File: config.mk
export PLATFORM = sky130hd
export DESIGN_NAME = pair_frame_accumulator
export DESIGN_NICKNAME = d
export VERILOG_FILES = /design/src/rtl/pair_frame_accumulator.sv
export SDC_FILE = /design/constraint.sdc
export NUM_CORES = 1
export LEC_CHECK = 0
export CAP_MARGIN = 20
export CORE_ASPECT_RATIO = 1.25
export CORE_UTILIZATION = 25
export DETAILED_ROUTE_END_ITERATION = 10
export GPL_TIMING_DRIVEN = 0
export PLACE_DENSITY = 0.5
export SLEW_MARGIN = 20
export SYNTH_ARGS = -nofsm -noshare
export SYNTH_HDL_FRONTEND = slang
export SYNTH_SLANG_ARGS = --single-unit
File: constraint.sdc
create_clock -name clk -period 4.2 [get_ports clk]
set_input_delay 0.84 -clock clk [delete_from_list [all_inputs] [get_ports clk]]
set_output_delay 0.84 -clock clk [all_outputs]
set_load 0.1 [all_outputs]
File: src/rtl/pair_frame_accumulator.sv
// Accumulates decoded {any,both} pair codes over fixed-length frames and
// presents one saturated ones-count per frame through a held output register.
module pair_frame_accumulator #(
  parameter int FRAME_LEN = 4,
  parameter int SUM_W     = 8
) (
  input  logic             clk,
  input  logic             rst,
  input  logic [1:0]       in_code,
  input  logic             in_valid,
  output logic             in_ready,
  output logic [SUM_W-1:0] out_sum,
  output logic             out_err,
  output logic             out_ovf,
  output logic             out_valid,
  input  logic             out_ready
);

  localparam logic [7:0]     LAST    = 8'(FRAME_LEN - 1);
  localparam logic [SUM_W:0] SUM_MAX = {1'b0, {SUM_W{1'b1}}};

  logic             alive_q, alive_d;
  logic [7:0]       cnt_q, cnt_d;
  logic [SUM_W-1:0] acc_q, acc_d;
  logic             err_q, err_d;
  logic             ovf_q, ovf_d;
  logic [SUM_W-1:0] res_sum_q, res_sum_d;
  logic             res_err_q, res_err_d;
  logic             res_ovf_q, res_ovf_d;
  logic             res_valid_q, res_valid_d;

  logic             last_beat;
  logic             in_xfer;
  logic             out_xfer;
  logic [1:0]       dec;
  logic             code_err;
  logic [SUM_W:0]   sum_wide;
  logic             sat;
  logic [SUM_W-1:0] sum_sat;
  logic             frame_err;
  logic             frame_ovf;

  // alive_q holds in_ready low until the first edge after reset release.
  assign last_beat = (cnt_q == LAST);
  assign in_ready  = alive_q && !(last_beat && res_valid_q);
  assign in_xfer   = in_valid && in_ready;
  assign out_xfer  = res_valid_q && out_ready;

  assign out_sum   = res_sum_q;
  assign out_err   = res_err_q;
  assign out_ovf   = res_ovf_q;
  assign out_valid = res_valid_q;

  always_comb begin
    dec      = 2'd0;
    code_err = 1'b0;
    case (in_code)
      2'b10:   dec = 2'd1;
      2'b11:   dec = 2'd2;
      2'b01:   code_err = 1'b1;
      default: dec = 2'd0;
    endcase
  end

  always_comb begin
    sum_wide  = {1'b0, acc_q} + {{(SUM_W-1){1'b0}}, dec};
    sat       = (sum_wide > SUM_MAX);
    sum_sat   = sat ? SUM_MAX[SUM_W-1:0] : sum_wide[SUM_W-1:0];
    frame_err = err_q | code_err;
    frame_ovf = ovf_q | sat;
  end

  // A last-beat load can never coincide with an output transfer because
  // in_ready is low on the last beat whenever a result is still held.
  always_comb begin
    alive_d     = 1'b1;
    cnt_d       = cnt_q;
    acc_d       = acc_q;
    err_d       = err_q;
    ovf_d       = ovf_q;
    res_sum_d   = res_sum_q;
    res_err_d   = res_err_q;
    res_ovf_d   = res_ovf_q;
    res_valid_d = res_valid_q;
    if (in_xfer && last_beat) begin
      cnt_d       = 8'd0;
      acc_d       = '0;
      err_d       = 1'b0;
      ovf_d       = 1'b0;
      res_sum_d   = sum_sat;
      res_err_d   = frame_err;
      res_ovf_d   = frame_ovf;
      res_valid_d = 1'b1;
    end else begin
      if (in_xfer) begin
        cnt_d = cnt_q + 8'd1;
        acc_d = sum_sat;
        err_d = frame_err;
        ovf_d = frame_ovf;
      end
      if (out_xfer) begin
        res_valid_d = 1'b0;
      end
    end
  end

  always_ff @(posedge clk or posedge rst) begin
    if (rst) begin
      alive_q     <= 1'b0;
      cnt_q       <= 8'd0;
      acc_q       <= '0;
      err_q       <= 1'b0;
      ovf_q       <= 1'b0;
      res_sum_q   <= '0;
      res_err_q   <= 1'b0;
      res_ovf_q   <= 1'b0;
      res_valid_q <= 1'b0;
    end else begin
      alive_q     <= alive_d;
      cnt_q       <= cnt_d;
      acc_q       <= acc_d;
      err_q       <= err_d;
      ovf_q       <= ovf_d;
      res_sum_q   <= res_sum_d;
      res_err_q   <= res_err_d;
      res_ovf_q   <= res_ovf_d;
      res_valid_q <= res_valid_d;
    end
  end

endmodule

# Word level (Yosys, flattened, before mapping)
# Index checks and enable logic that the tools add are counted.
# word_totals
regBits	30
out_inout_bits	12
# op_classes
order_cmp	1
n_eq_ne	4
muxes	13
bitwise_logic	2
reduce_logical	8
addsub	2
# ops
operator	count
8-bit 2-to-1 mux	5
8-bit by 2-bit adder with 9-bit output	1
9-bit by 8-bit greater-than comparator with 1-bit output, second input constant	1
8-bit by 1-bit adder with 8-bit output, second input constant	1
8-bit by 2-bit equality test with 1-bit output, second input constant	1
1-bit 2-to-1 mux	7
1-bit logical AND	5
2-bit equality test, second input constant	2
2-bit one-hot mux with 2 select lines	1
2-bit nonzero test	2
2-bit by 1-bit equality test with 1-bit output, second input constant	1
1-bit bitwise OR	2
1-bit zero test	1

# Depth between registers and ports, before layout
# logic_depth
depth_word	7
mapped_depth	9
depth_no_buf	7

# Least setup slack after synthesis
# OpenSTA, ideal clock, no wires.
# synth_path
kind	reg-to-output
startpoint	register cnt_q[0]
endpoint	output in_ready
t_arrival_ns	3.144
required_time_ns	3.360
slack_ns	0.216
stages_incl_launch_ff	5
cell_sequence	dfrtp_1 ha_1 nor4b_4 and2_1 a21boi_0
# synth_between
elab_chain_cells	4
# synth_rtl
element	line	source
start: declaration	23	logic [7:0] cnt_q, cnt_d;
start signal: assignment	120	cnt_q <= cnt_d;
8-bit by 2-bit equality test with 1-bit output	44	assign last_beat = (cnt_q == LAST);
1-bit logical AND	45	assign in_ready = alive_q && !(last_beat && res_valid_q);
1-bit zero test	45	
1-bit logical AND	45	
end: declaration	11	output logic in_ready,
# Every way passes these cells.

# Worst setup path in the final report
# Same ends and word-level chain as after synthesis.

==> results.txt <==
I/O Buffers - 17
Worst R2R Path Depth - 8
First-pass GRT wire length - 5.492 mm
Worst VDD drop - 0.1868 mV
# placed instances - 242
Hold Violations, Final - 0
Worst-path fanout max - 5
Unique masters post-synth - 37
Routed wire length - 3.270 mm
Register area - 750.7 µm²
Worst slew margin - 35.57%
Asr flop ratio synth - 100.0%
Clock buffer depth - 2
Tot GR Track Use - 11.48%
Layout Cells excl Fill - 249
I/O Pins - 18
Max-cap viol count - 0
CP Capture Type - output pin
Clock-pin slew on the worst setup and hold paths - 0.07 ns
Number of synthesized flops with an enable pin - 0
Syn. warnings - 0
Skew-Pair Late Insertion Delay - 0.28 ns
Residual DRC - 0
Leak - 0.8380 nW
# rows - 31
Final-report setup violation count - 0
Layout cells sized above 1 - 10.93%
Clk_skew - 0.005168 ns
Crit path capture - in_ready
Register bit total from synthesis - 30
Clock sinks - 30
Area of the multi-input gates - 703.2 µm²
Post-DR wirelength/cell - 13.13 µm
H-Tree Depth - 2
Biggest area consumer among synthesized cells - dfrtp_1
Via count - 1216
First-pass DRT Iterations - 4
Tcrit/Tclk final - 84.37%
Synth top area share - 49.30%
Synthesized Nets - 169
Area fraction in compound gates after synthesis - 18.49%
CTS tree - done
Synthesized netlist cell count - 159
Status - finished clean
Post-route setup slack - 0.6567 ns
Post-place setup slack - 0.9547 ns
DP HPWL - 2.310 mm
Slew Limit Fails - 0
Fillers - 617
Flop-to-flop setup slack - 2.12 ns
Number of global-route vias before repair - 1116
Post-Route Setup TNS - 0 ns
Fmax - 282.2 MHz
Critical Path AT - 2.70 ns
Reg2reg start - acc_q[0]
Critical Path Start - cnt_q[0]
Post-Synth Simple-Gate Area - 20.05%
Seq/Total Area, Yosys - 49.30%
Largest family of logic cells by synthesized area - simple AND/OR/NAND/NOR gates
Slew of the pin with the lowest slew margin - 0.9635 ns
ANT cells - 0
Routed Antenna Nets - 0
Horiz. Die Dim - 71.81 µm
CP Class - reg2out
Top-count cell post-synth - dfrtp_1
Post-synthesis cell area - 1523 µm²
Most frequent cells after synthesis - dfrtp_1, nand2_1, a21oi_1, o21ai_1, nor2_1
Minimum clock period - 3.543 ns
Initial core utilization - 26.17%
Syn-to-layout area delta - 21.77%
Final net count - 193
Xor/xnor share of the synthesized area - 2.301%
Worst Path Required - 3.36 ns
Global route overflow - 0
Adder-cell area share of the yosys netlist - 3.780%
Final hold slack - 0.4797 ns
Vias/cell - 4.884
Worst hold path type - reg2reg
CP startpoint kind - flop
Die Ht - 89.26 µm
PostCTS Resize Cnt - 0
R2R Path End - acc_q[1]
Initial antenna violation count - 0
Area contributors post-synth - dfrtp_1, a21oi_1, o21ai_1
Num CTS Buffers - 5
Setup Buffers After CTS - 0
Synth Area per Inst - 9.577 µm²
CTS Hold Bufs - 0
Unrepaired setup endpoints after global routing - no
Pwr per Cell Area - 548.4 nW/µm²
DR iter-0 viols - 72
Root Driver - clkbuf_8
Largest net degree at the start of global routing - 31
Core ar. - 5818 µm²
Die area - 6409 µm²
Primary FF master, synth - dfrtp_1
Final GP Congestion - 0.7346
Mux share of post-synthesis cell area - 1.315%
logic make-up (layout without fill, tap and decap cells):
kind of cell / Yosys count / in the layout
simple gates: 58 / 58
compound gates: 48 / 48
flops: 30 / 30
buf+inv: 12 / 36
fa+ha+maj: 4 / 4
xor+xnor: 4 / 4
mux: 2 / 2
other cells: 1 / 1
through the flow:
step                util (%)  power, mW  area (µm²)
floorplan                  -     0.7058        1523
global placement       30.52     0.7993        1775
detailed placement     30.52     0.8013        1775
CTS                    31.87      1.028        1854
global route           31.87      1.072        1854
finish                 31.87      1.017        1854
report_power, final:
part           internal (mW)  leakage (nW)  switching, mW
sequential             0.342         0.400         0.0361
combinational          0.121         0.394          0.295
clock                  0.111        0.0438          0.113
cell type report:
class	instances	share of cell area, %
multi-input cells	117	37.92
clock buffers	5	3.711
clock inverters	2	0.5398
repair buffers	17	9.177
inverters	5	1.012
plain buffers	7	2.699
well taps	66	4.453
flip-flops and latches	30	40.49
placed cells by master, fill, tap and decap left out, drive strengths merged, types with 3 or more instances in the layout:
cell type / count
nand4: 3
and2: 3
inv: 5
nor3: 5
and3: 6
a21o: 3
o21ai: 20
clkbuf: 5
nor2: 11
buf: 7
dfrtp: 30
nand2: 17
a31oi: 3
xor2: 3
clkdlybuf4s50: 17
a21oi: 13
nand3: 7
ha: 3
critical path: stages, from the launching register on:
cell,delay [ns]
dfrtp_1,0.41
ha_1,0.24
nor4b_4,0.15
and2_1,0.23
a21boi_0,0.22
clkdlybuf4s50_1,1.16
how the worst min path moves through the flow:
stage | endpoint | start | cells past startpoint | slack (ns)
final | out_sum[2] | out_sum[2] | 2 | 0.48
after detailed placement | out_sum[2] | out_sum[2] | 2 | 0.48
after global routing | out_sum[5] | out_sum[5] | 2 | 0.50
after global placement | out_sum[0] | out_sum[0] | 2 | 0.47
after floorplan | cnt_q[7] | cnt_q[7] | 1 | 0.46
after CTS | out_sum[2] | out_sum[2] | 2 | 0.49
per-layer routing:
metal  vias to the layer above  routed length [µm]  track usage (%)  share of wire [%]
met5                         -                   0                0                  0
met4                         0                  71            5.882                2.2
met3                         6                  92            3.382                2.8
met2                        15                1623            18.70                 50
met1                       590                1483            13.82                 45
li1                        605                   -                -                  -
Power figures use the tool's default switching activity.
